## src/rtl/ai_accel_pkg.sv

```systemverilog
// rtl/ai_accel_pkg.sv - shared constants and FSM encoding for the accelerator blocks
package ai_accel_pkg;

  localparam int TYPE_BW = 16;
  localparam int MAX_DIM = 16;

  localparam logic [3:0] OP_MATMUL = 4'd1;

  typedef enum logic [2:0] {
    IDLE,
    RD_A,
    RD_B,
    MAC,
    WR,
    DONE
  } state_t;

endpackage

```

## src/rtl/mac_unit.sv

```systemverilog
// rtl/mac_unit.sv - signed multiply-accumulate with clear and saturated narrow output
module mac_unit #(
  parameter int TYPE_BW = 16,
  parameter int ACC_BW  = 36
) (
  input  logic                      clk,
  input  logic                      rst_n,
  input  logic                      en,
  input  logic                      clr,
  input  logic signed [TYPE_BW-1:0] a,
  input  logic signed [TYPE_BW-1:0] b,
  output logic signed [TYPE_BW-1:0] sat
);

  localparam logic signed [ACC_BW-1:0] MAX_V = {{(ACC_BW-TYPE_BW+1){1'b0}}, {(TYPE_BW-1){1'b1}}};
  localparam logic signed [ACC_BW-1:0] MIN_V = {{(ACC_BW-TYPE_BW+1){1'b1}}, {(TYPE_BW-1){1'b0}}};

  logic signed [2*TYPE_BW-1:0] prod;
  logic signed [ACC_BW-1:0]    acc;

  assign prod = (2*TYPE_BW)'(a) * (2*TYPE_BW)'(b);

  always_ff @(posedge clk or negedge rst_n) begin
    if (!rst_n) begin
      acc <= '0;
    end else if (clr) begin
      acc <= '0;
    end else if (en) begin
      acc <= acc + ACC_BW'(prod);
    end
  end

  // Clamp the wide sum into the element range before it leaves the unit.
  always_comb begin
    sat = acc[TYPE_BW-1:0];
    if (acc > MAX_V) begin
      sat = MAX_V[TYPE_BW-1:0];
    end else if (acc < MIN_V) begin
      sat = MIN_V[TYPE_BW-1:0];
    end
  end

endmodule

```

## src/rtl/matmul_engine.sv

```systemverilog
// rtl/matmul_engine.sv - sequential C = A x B engine over a packed row-major word memory
module matmul_engine #(
  parameter int TYPE_BW = ai_accel_pkg::TYPE_BW,
  parameter int MAX_DIM = ai_accel_pkg::MAX_DIM,
  parameter int AW      = 10
) (
  input  logic               wb_clk_i,
  input  logic               wb_rst_i,
  input  logic               start_i,
  input  logic [3:0]         op_i,
  input  logic [4:0]         w_a_i,
  input  logic [4:0]         h_a_i,
  input  logic [4:0]         w_b_i,
  input  logic [4:0]         h_b_i,
  output logic               rd_en_o,
  output logic [AW-1:0]      rd_addr_o,
  input  logic [TYPE_BW-1:0] rd_data_i,
  output logic               wr_en_o,
  output logic [AW-1:0]      wr_addr_o,
  output logic [TYPE_BW-1:0] wr_data_o,
  output logic               busy_o,
  output logic               done_o,
  output logic               err_o
);
  import ai_accel_pkg::*;

  localparam int ACC_BW = 2*TYPE_BW + $clog2(MAX_DIM);

  state_t state, nxt;

  logic [4:0]         w_a, h_a, w_b;
  logic [4:0]         i, j, k;
  logic [AW-1:0]      b_base, c_base;
  logic [AW-1:0]      a_addr, b_addr, c_addr;
  logic [AW-1:0]      rd_addr_q, wr_addr_q;
  logic [TYPE_BW-1:0] a_q, wr_data_q, sat;
  logic               err_q, accept, start_ok;
  logic               k_last, j_last, i_last;

  assign accept   = start_i && (state == IDLE);
  assign start_ok = (op_i == OP_MATMUL) && (w_a_i == h_b_i)
                 && (w_a_i != 5'd0) && (h_a_i != 5'd0) && (w_b_i != 5'd0) && (h_b_i != 5'd0)
                 && (int'(w_a_i) <= MAX_DIM) && (int'(h_a_i) <= MAX_DIM)
                 && (int'(w_b_i) <= MAX_DIM) && (int'(h_b_i) <= MAX_DIM);

  assign k_last = (k == w_a - 5'd1);
  assign j_last = (j == w_b - 5'd1);
  assign i_last = (i == h_a - 5'd1);

  assign a_addr = AW'(i) * AW'(w_a) + AW'(k);
  assign b_addr = b_base + AW'(k) * AW'(w_b) + AW'(j);
  assign c_addr = c_base + AW'(i) * AW'(w_b) + AW'(j);

  // Live address/data while the strobe is up, otherwise the last value driven.
  assign rd_en_o   = (state == RD_A) || (state == RD_B);
  assign rd_addr_o = (state == RD_A) ? a_addr : (state == RD_B) ? b_addr : rd_addr_q;
  assign wr_en_o   = (state == WR);
  assign wr_addr_o = wr_en_o ? c_addr : wr_addr_q;
  assign wr_data_o = wr_en_o ? sat : wr_data_q;
  assign busy_o    = (state != IDLE);
  assign done_o    = (state == DONE);
  assign err_o     = err_q;

  mac_unit #(
    .TYPE_BW (TYPE_BW),
    .ACC_BW  (ACC_BW)
  ) u_mac (
    .clk   (wb_clk_i),
    .rst_n (wb_rst_i),
    .en    (state == MAC),
    .clr   (state == WR),
    .a     (a_q),
    .b     (rd_data_i),
    .sat   (sat)
  );

  always_comb begin
    nxt = state;
    case (state)
      IDLE:    if (accept && start_ok) nxt = RD_A;
      RD_A:    nxt = RD_B;
      RD_B:    nxt = MAC;
      MAC:     nxt = k_last ? WR : RD_A;
      WR:      nxt = (i_last && j_last) ? DONE : RD_A;
      DONE:    nxt = IDLE;
      default: nxt = IDLE;
    endcase
  end

  always_ff @(posedge wb_clk_i or negedge wb_rst_i) begin
    if (!wb_rst_i) begin
      state     <= IDLE;
      err_q     <= 1'b0;
      w_a       <= '0;
      h_a       <= '0;
      w_b       <= '0;
      i         <= '0;
      j         <= '0;
      k         <= '0;
      b_base    <= '0;
      c_base    <= '0;
      a_q       <= '0;
      rd_addr_q <= '0;
      wr_addr_q <= '0;
      wr_data_q <= '0;
    end else begin
      state <= nxt;
      err_q <= accept && !start_ok;
      case (state)
        IDLE: begin
          if (accept && start_ok) begin
            w_a    <= w_a_i;
            h_a    <= h_a_i;
            w_b    <= w_b_i;
            i      <= '0;
            j      <= '0;
            k      <= '0;
            b_base <= AW'(h_a_i) * AW'(w_a_i);
            c_base <= AW'(h_a_i) * AW'(w_a_i) + AW'(h_b_i) * AW'(w_b_i);
          end
        end
        RD_A: rd_addr_q <= a_addr;
        RD_B: begin
          a_q       <= rd_data_i;
          rd_addr_q <= b_addr;
        end
        MAC: if (!k_last) k <= k + 5'd1;
        WR: begin
          wr_addr_q <= c_addr;
          wr_data_q <= sat;
          k         <= '0;
          if (j_last) begin
            j <= '0;
            i <= i + 5'd1;
          end else begin
            j <= j + 5'd1;
          end
        end
        default: ;
      endcase
    end
  end

endmodule

```

## config.mk

```make
export PLATFORM = sky130hd
export DESIGN_NAME = matmul_engine
export DESIGN_NICKNAME = d
export VERILOG_FILES = /design/src/rtl/ai_accel_pkg.sv /design/src/rtl/mac_unit.sv /design/src/rtl/matmul_engine.sv
export SDC_FILE = /design/constraint.sdc
export NUM_CORES = 1
export LEC_CHECK = 0
export BUFFER_PORTS_ARGS = -buffer_cell sky130_fd_sc_hd__buf_2
export CORE_MARGIN = 2
export CORE_UTILIZATION = 40
export CTS_CLUSTER_SIZE = 8
export DETAILED_ROUTE_END_ITERATION = 7
export SLEW_MARGIN = 20
export SYNTH_ARGS = -nofsm -noshare
export SYNTH_HDL_FRONTEND = slang
export SYNTH_HIERARCHICAL = 1
export SYNTH_SLANG_ARGS = --single-unit
```

## constraint.sdc

```tcl
create_clock -name wb_clk_i -period 15.6 [get_ports wb_clk_i]
set_input_delay 3.12 -clock wb_clk_i [delete_from_list [all_inputs] [get_ports wb_clk_i]]
set_output_delay 3.12 -clock wb_clk_i [all_outputs]
set_load 0.01 [all_outputs]
```

# Word-level counts from Yosys, hierarchy flattened
# Index checks and enable logic that the tools add are counted.
# totals
regBits	142
output_inout_bits	41
word_cells	102
# op_classes
n_addsub	13
n_mul	6
n_lt_le_gt_ge	6
n_eq_ne	13
n_mux	20
n_reduce_logical	29
# ops
op	n
$mux W36	2
$mul A5 B5 Y10	5
$mux W16	3
$add A36 B32 Y36	1
$gt A36 B16 Y1 const B	1
$lt A36 B16 Y1 const B	1
$mul A16 B16 Y32	1
$add A10 B10 Y10	3
$add A10 B5 Y10	3
$mux W10	3
$eq A5 B5 Y1	4
$le A5 B5 Y1 const B	4
$mux W5	4
$pmux W10 S2	1
$pmux W5 S2	2
$reduce_bool A5 Y1	4
$add A5 B1 Y5 const B	3
$pmux W3 S5	1
$pmux W5 S3	1
$sub A5 B1 Y5 const B	3
$logic_and A1 B1 Y1	13
$mux W3	3
$eq A3 B2 Y1 const B	2
$eq A3 B3 Y1 const B	2
other kinds (11)	17

# Depth between registers and ports, before layout
# Gate-level depths: netlist of the first run.
# logic_depth
word_depth	13
depth_mapped	23
mapped_depth_nobuf	22

# Cells and area by module
# Netlist of the first run, hierarchy kept.
# modules_own_cells
mod	instances	cells_per_inst	area_per_inst_um2	seq_area_each_um2
mac_unit	1	1486	13564.3	900.9
matmul_engine	1	1005	9466.6	2652.5

# Worst setup path after synthesis of the first run
# No wires, ideal clock.
# synth_timing
kind	input port to flip-flop
startpoint	input rd_data_i[3]
endpoint	register u_mac.acc[27]
setup_ns	0.126
arrival_ns	8.916
required_ns	15.474
setup_slack_ns	6.558
stages	19
n_path_buf	1
cell_sequence	clkbuf_1 > nand2_1 > fa_1 > fa_1 > fa_1 > inv_1 > fa_1 > fa_1 > inv_1 > fa_1 > inv_1 > ha_1 > a21oi_1 > o21ai_0 > a2111oi_0 > o31ai_1 > a21oi_1 > nor4_1 > a311o_1
# synth_between
elab_chain_len	4
# synth_lines
item	line_no	text
start: declaration	matmul_engine.sv:17	input logic [TYPE_BW-1:0] rd_data_i,
$mul A16 B16 Y32	mac_unit.sv:21	assign prod = (2*TYPE_BW)'(a) * (2*TYPE_BW)'(b);
$add A36 B32 Y36	mac_unit.sv:29	acc <= acc + ACC_BW'(prod);
$mux W36	mac_unit.sv:28	end else if (en) begin
$mux W36	mac_unit.sv:26	end else if (clr) begin
end signal: assignment	mac_unit.sv:29	
end: declaration	mac_unit.sv:19	logic signed [ACC_BW-1:0] acc;
# Every way passes these cells. The select of a mux whose other input is x is not followed.
# A chain may end at the register's enable or synchronous reset.

# Worst setup path in the final report of the first run
# layout_timing
startpoint	input rd_data_i[2]
endpoint	register u_mac.acc[35]
# The elaborated chain is that of the path after synthesis.

==> reports/metrics.yaml, run 1 <==
grt_pass1_wl_um: 94000
status: "completed"
rsz0062_at_grt: "false"
slew_headroom_pct: 32.9
required_ps: 15900
syn_area_um2: 23000
yosys.area_share.adder_pct: 45.9
whs_path_depth: 2
finalMaxSlewViolations: 0
critical_path_arrival_ps: 9670
ys.warnings.count: 6
hpwl_um: 43900
gp_congestion: 0.860
die_y_um: 244
async_flop_share_pct: 100
drive_gt1_share_pct: 6.55
start_util_pct: 40.7
syn_nets: 3142
ant_nets: 0
max_freq_mhz: 107
core_um2: 56600
setup_viol: 0
path_clk_slew_ps: 60
hold_start: "wr_addr_q[0]"
grt-ovfl-total: 0
synth_seq_cells: 142
reg2reg_to: "u_mac/acc[35]"
io_pins: 84
antenna_cells: 0
synth_edf_count: 0
die-width_um: 244
die-area_um2: 59500
cap_violations: 0
first_global_vias: 17873
tns_ps: 0
hp-class: "flip-flop to flip-flop"
cts_tree: "built"
layout.nets: 3171
r2r-start: "a_q[15]"
postSynthAreaPerCell_um2: 9.25
grt_antenna_before_repair: 1
fin_cells: 3289
gr-usage-all-layers_pct: 19.7
path_class: "input pin to flip-flop"
ys.flop_type: "dfrtp_1"
start_kind: "input pin"
area_delta_synth_final_pct: 7.18
dr.pass1.iters: 5
vias_per_cell: 5.01
seq_area_frac_synth_pct: 15.4
drt_wl_total_um: 54600
cts_hold_buf: 0
insertion_delay_ps: 470
synth_cell_types: 69
post_cts_resized: 0
synth_top_family_by_area: "adder cells"
via_count: 16487
synth-compound-area-share_pct: 6.88
synth-xor-area-share_pct: 3.48
clock-sinks: 142
cp-end-kind: "flip-flop"
crit_path_max_fanout: 17
wl_per_cell_um: 16.6
numPortBuffers: 83
fill_cells: 5566
drc: 0
postCtsSetupBuffers: 0
clockBufferDepth: 2
grt_start_max_net_pins: 75
dp.cells: 3257
rows: 87
finalCritPeriodShare_pct: 60.1
cts_made_buffers: 17
muxShareOfSynthArea_pct: 2.04
cts-root-buf: "clkbuf_16"
synthSimpleGateAreaFrac_pct: 16.2
r2r_slack_ps: 8370
finalHoldViolCount: 0
reg2reg_depth: 19
syn_inst: 2491
min_period_ps: 9370
holdPathEnd: "wr_addr_q[0]"
holdWs_ps: 469
fin_skew_ps: 12.0
worst_slew_pin_slew_ps: 1000
drt_iter0_drc: 818
cts_max_level: 4
## layout make-up
cell class              instances  area [µm²]  area share (%)
well taps                     756         946            3.83
flip-flops and latches        142        3550            14.4
repair buffers                 91         482            1.95
multi-input cells            1750       17200            69.5
inverters                     518        1940            7.88
clock buffers                  19         443            1.79
clock inverters                13         151           0.613
## Yosys cell counts (6+ instances only)
| cell type | number | share of area, % |
|---|---|---|
| mux2_4 | 10 | 0.65 |
| nor4_1 | 14 | 0.38 |
| dfrtp_1 | 142 | 15 |
| nand2_1 | 337 | 5.5 |
| ha_1 | 214 | 12 |
| o211ai_1 | 10 | 0.33 |
| a31oi_1 | 9 | 0.24 |
| nand3b_1 | 8 | 0.26 |
| nor3_1 | 20 | 0.43 |
| xor2_1 | 28 | 1.1 |
| nor2_1 | 99 | 1.6 |
| clkbuf_1 | 70 | 1.1 |
| nand4_1 | 14 | 0.38 |
| nand3_1 | 19 | 0.41 |
| a21o_1 | 21 | 0.68 |
| a22oi_1 | 8 | 0.26 |
| nor3b_1 | 7 | 0.23 |
| inv_1 | 518 | 8.4 |
| fa_1 | 394 | 34 |
| o21bai_1 | 12 | 0.39 |
| xnor2_1 | 61 | 2.3 |
| or3_1 | 13 | 0.35 |
| o21a_1 | 12 | 0.39 |
| a211oi_1 | 6 | 0.20 |
| mux2i_1 | 15 | 0.65 |
| nand2b_1 | 13 | 0.35 |
| o21ai_0 | 55 | 1.2 |
| nor2b_1 | 10 | 0.27 |
| and2_1 | 200 | 5.4 |
| a21oi_1 | 58 | 1.3 |
| mux2_2 | 15 | 0.73 |
## critical path, cell delays in order
cell       delay [ps]
buf_2             280
and2_1            230
inv_1              70
fa_1              610
fa_1              950
fa_1              500
inv_1              80
fa_1              440
fa_1              550
inv_1              60
fa_1              540
inv_1              50
ha_1              340
a21oi_1           190
o21ai_0           150
a2111oi_0         770
or3_1             300
and2_1            180
a2111o_1          140
o221ai_1           90
## routing by layer
metal | track usage [%] | up-vias | wire [µm]
met5 | 0 | - | 0
met3 | 2.88 | 67 | 2450
met1 | 27.7 | 8313 | 25200
met4 | 5.74 | 0 | 1170
li1 | - | 7743 | -
met2 | 31.8 | 364 | 25900
## cell families after synthesis
family	Yosys count
and+or+nand+nor	770
adders and majority gates	608
buffers and inverters	599
AOI/OAI and AO/OA	242
DFF	142
xor gates and xnor gates	90
muxes	40
## how the worst max path moves through the flow
stage	endpoint	from	slack (ps)	depth (start not counted)
after CTS	u_mac/acc[35]	rd_data_i[2]	6230	20
after global routing	u_mac/acc[27]	rd_data_i[2]	5750	20
after global placement	u_mac/acc[35]	rd_data_i[2]	5880	20
final	u_mac/acc[35]	rd_data_i[2]	6230	20
after floorplan	u_mac/acc[27]	rd_data_i[3]	6560	19
after detailed placement	u_mac/acc[35]	rd_data_i[2]	5760	20
## placed cells by master (no fill, tap or decap), types with 9 or more instances in the layout
cell type    n
nand2b_1    12
dfrtp_1    142
mux2i_1     15
nand4_1     14
xnor2_1     61
o21bai_1    12
nand3_1     19
a31oi_1      9
o21a_1      12
nor2_1      99
nor3_1      20
o21ai_0     55
o211ai_1    10
fa_1       394
mux2_4      10
buf_2       82
nand2_1    337
or3_1       13
inv_1      516
nor2b_1      9
a21oi_1     58
a21o_1      21
and2_1     200
xor2_1      28
mux2_2      15
ha_1       214
clkbuf_16   17
nor4_1      14
## state kept, by name (all words and copies together), names as in the netlist
signal / flops
u_mac/acc: 36
w_b: 5
state: 3
b_base: 10
c_base: 10
err_o: 1
h_a: 5
wr_data_q: 16
i: 5
j: 5
rd_addr_q: 10
k: 5
wr_addr_q: 10
a_q: 16
w_a: 5
## metrics by stage
step / util (%) / worst slack, ps / area [µm²]
after floorplan: - / 6560 / 23000
after global placement: 42.6 / 5880 / 24100
after detailed placement: 42.6 / 5760 / 24100
after CTS: 43.6 / 6230 / 24700
after global routing: 43.6 / 5750 / 24700
final: 43.6 / 6230 / 24700
Power of run 1 is not shown: default switching activity piles up to over one toggle a cycle in this logic, so the estimate is an artifact.
==> inputs of run 2 (changes only) <==
--- a/config.mk
+++ b/config.mk
@@ -5,6 +5,7 @@
 export SDC_FILE = /design/constraint.sdc
 export NUM_CORES = 1
 export LEC_CHECK = 0
+export ABC_AREA = 1
 export BUFFER_PORTS_ARGS = -buffer_cell sky130_fd_sc_hd__buf_2
 export CORE_MARGIN = 2
 export CORE_UTILIZATION = 40
==> constraint.sdc (replaced) <==
create_clock -name wb_clk_i -period 9.8 [get_ports wb_clk_i]
set_input_delay 1.96 -clock wb_clk_i [delete_from_list [all_inputs] [get_ports wb_clk_i]]
set_output_delay 1.96 -clock wb_clk_i [all_outputs]
set_load 0.01 [all_outputs]
==> reports/metrics.yaml, run 2 <==
syn_inst: 3291  # was 2491
met2WireLength_um: 28800  # was 25900 µm
grt-ovfl-total: 0  # unchanged
syn_nets: 3942  # was 3142
area_delta_synth_final_pct: 6.23  # was 7.18%
reg_top3: "u_mac/acc (36), a_q (16), wr_data_q (16)"  # unchanged
reg2reg_depth: 21  # was 19
finalHoldViolCount: 0  # unchanged
holdPathEnd: "wr_data_q[10]"  # was wr_addr_q[0]
yosysTopAreaCell: "fa_1"  # unchanged
regArea_um2: 3550  # unchanged
drc: 0  # unchanged
r2r-start: "a_q[15]"  # unchanged
layout.nets: 3935  # was 3171
cts_max_level: 4  # unchanged
top_register: "u_mac/acc"  # unchanged
fin_skew_ps: 11.1  # was 12.0 ps
synth_edf_count: 0  # unchanged
cts_hold_buf: 0  # unchanged
start_util_pct: 40.3  # was 40.7%
fill_cells: 6276  # was 5566
ys.flop_type: "dfrtp_1"  # unchanged
muxShareOfSynthArea_pct: 0.0405  # was 2.04%
tns_ps: 0  # unchanged
start_kind: "input pin"  # unchanged
post_cts_resized: 0  # unchanged
cts_tree: "built"  # unchanged
cp-end-kind: "flip-flop"  # unchanged
slowest_stage: "fa_1"  # unchanged
hp-class: "flip-flop to flip-flop"  # unchanged
worst_slew_pin_slew_ps: 987  # was 1000 ps
io_pins: 84  # unchanged
max_freq_mhz: 134
crit_top_cell: "nand2_1"  # was fa_1
vias_per_cell: 4.73  # was 5.01
rsz0062_at_grt: "false"  # unchanged
clockBufferDepth: 2  # unchanged
slowest_delay_ps: 970  # was 950 ps
ant_nets: 0  # unchanged
yosys-top-cells-area: "fa_1, nand2_1, dfrtp_1"  # was fa_1, dfrtp_1, ha_1
finalMaxSlewViolations: 0  # unchanged
largest_register_ffs: 36  # unchanged
drive_gt1_share_pct: 5.98  # was 6.55%
grt_pass1_wl_um: 104000  # was 94000 µm
synth_top_family_by_area: "adder cells"  # unchanged
postSynthAreaPerCell_um2: 7.51  # was 9.25 µm²
fin_cells: 4087  # was 3289
min_period_ps: 7480
r2r_slack_ps: 3180  # was 8370 ps
wl_per_cell_um: 15.0  # was 16.6 µm
drt_wl_total_um: 61400  # was 54600 µm
hpwl_um: 50200  # was 43900 µm
die-width_um: 253  # was 244 µm
yosys.area_share.adder_pct: 42.7  # was 45.9%
first_global_vias: 19936  # was 17873
seq_area_frac_synth_pct: 14.4  # was 15.4%
cts_made_buffers: 17  # unchanged
antenna_cells: 0  # unchanged
gp_congestion: 0.932  # was 0.860
synth_seq_cells: 142  # unchanged
layout_common_cells: "nand2_1, inv_1, fa_1"  # was inv_1, fa_1, nand2_1
synth.most_common_cell: "nand2_1"  # was inv_1
numPortBuffers: 83  # unchanged
reg2reg_to: "u_mac/acc[34]"  # was u_mac/acc[35]
synth_top_area_share_pct: 31.9  # was 34.2%
insertion_delay_ps: 470  # about the same
wl_met1_um: 28900  # was 25200 µm
required_ps: 10160  # was 15900 ps
path_clk_slew_ps: 70  # was 60 ps
synthSimpleGateAreaFrac_pct: 22.0  # was 16.2%
critical_path_arrival_ps: 7840  # was 9670 ps
ys.warnings.count: 6  # unchanged
multiInputGateArea_um2: 17400  # was 17200 µm²
async_flop_share_pct: 100  # unchanged
synth-compound-area-share_pct: 3.62  # was 6.88%
finalCritPeriodShare_pct: 76.3
grt_start_max_net_pins: 88  # was 75
status: "completed"  # unchanged
drt_iter0_drc: 1060  # was 818
crit_path_max_fanout: 17  # unchanged
wl_met3_um: 2660  # was 2450 µm
slew_headroom_pct: 34.0  # was 32.9%
whs_path_depth: 2  # unchanged
synth_cell_types: 45  # was 69
setup_viol: 0  # unchanged
die-area_um2: 63800  # was 59500 µm²
cap_violations: 0  # unchanged
rows: 91  # was 87
syn_area_um2: 24700  # was 23000 µm²
clock-sinks: 142  # unchanged
core_um2: 61400  # was 56600 µm²
crit_chain: "buf_2 -> nand2_1 -> fa_1 -> fa_1 -> fa_1 -> fa_1 -> inv_1 -> fa_1 -> inv_1 -> fa_1 -> inv_1 -> ha_1 -> nand2_1 -> inv_1 -> nand2_1 -> nor3_1 -> and2_1 -> nand2_1 -> nand2_1 -> nand2_1 -> nand3_1 -> nand2_1"  # was buf_2 -> and2_1 -> inv_1 -> fa_1 -> fa_1 -> fa_1 -> inv_1 -> fa_1 -> fa_1 -> inv_1 -> fa_1 -> inv_1 -> ha_1 -> a21oi_1 -> o21ai_0 -> a2111oi_0 -> or3_1 -> and2_1 -> a2111o_1 -> o221ai_1
via_count: 19339  # was 16487
path_class: "input pin to flip-flop"  # unchanged
hold_start: "wr_data_q[10]"  # was wr_addr_q[0]
die_y_um: 253  # was 244 µm
maxUsedRoutingLayer: "met5"  # was met4
gr-usage-all-layers_pct: 20.6  # was 19.7%
cts-root-buf: "clkbuf_16"  # unchanged
dr.pass1.iters: 5  # unchanged
postCtsSetupBuffers: 0  # unchanged
dp.cells: 4055  # was 3257
final_common_cell: "nand2_1"  # was inv_1
ys_top_cells_by_count: "nand2_1, inv_1, fa_1"  # was inv_1, fa_1, nand2_1
grt_antenna_before_repair: 2  # was 1
synth-xor-area-share_pct: 1.77  # was 3.48%
## run 2: worst max path at each step
stage	startpoint	to	slack (ps)
6_report	rd_data_i[2]	u_mac/acc[34]	2320
4_1_cts	rd_data_i[2]	u_mac/acc[34]	2280
2_1_floorplan	rd_data_i[3]	u_mac/acc[35]	2170
3_3_place_gp	rd_data_i[2]	u_mac/acc[35]	1780
3_5_place_dp	rd_data_i[2]	u_mac/acc[35]	1780
5_1_grt	rd_data_i[2]	u_mac/acc[33]	1890
## run 2: kinds of logic after synthesis
family                     count (synthesis)
AOI/OAI and AO/OA                        158
adders and majority gates                608
xor gates and xnor gates                  50
buffers and inverters                    996
and+or+nand+nor                         1336
muxes                                      1
DFF                                      142
## run 2: final cells by class
class                      instances  area share (%)
clock inverter                    15           0.614
timing repair buffer              90            1.81
clock buffer                      17            1.62
tap                              790            3.76
multi-input combinational       2153            66.1
sequential                       142            13.5
inverter                         880            12.6
## run 2: worst max-delay path: cells and delay by family
| kind | cells | cell delay, ps |
|---|---|---|
| fa+ha+maj | 7 | 4320 |
| buf+inv | 5 | 530 |
| simple gates | 10 | 990 |
## run 2: stage by stage
stage          hold slack [ps]  cell area [µm²]  util, %  setup WS, ps
5_1_grt                    488            26300     42.8          1890
4_1_cts                    470            26300     42.8          2280
2_1_floorplan              437            24700        -          2170
3_5_place_dp               454            25700     41.8          1780
3_3_place_gp               448            25700     41.8          1780
6_report                   466            26300     42.8          2320
## run 2: routing by layer
metal,vias to the layer above,track usage [%]
met5,-,0
met4,2,4.72
met3,66,3.47
met2,380,33.8
met1,9363,28.6
li1,9528,-
Power of run 2 is left out for the same reason.
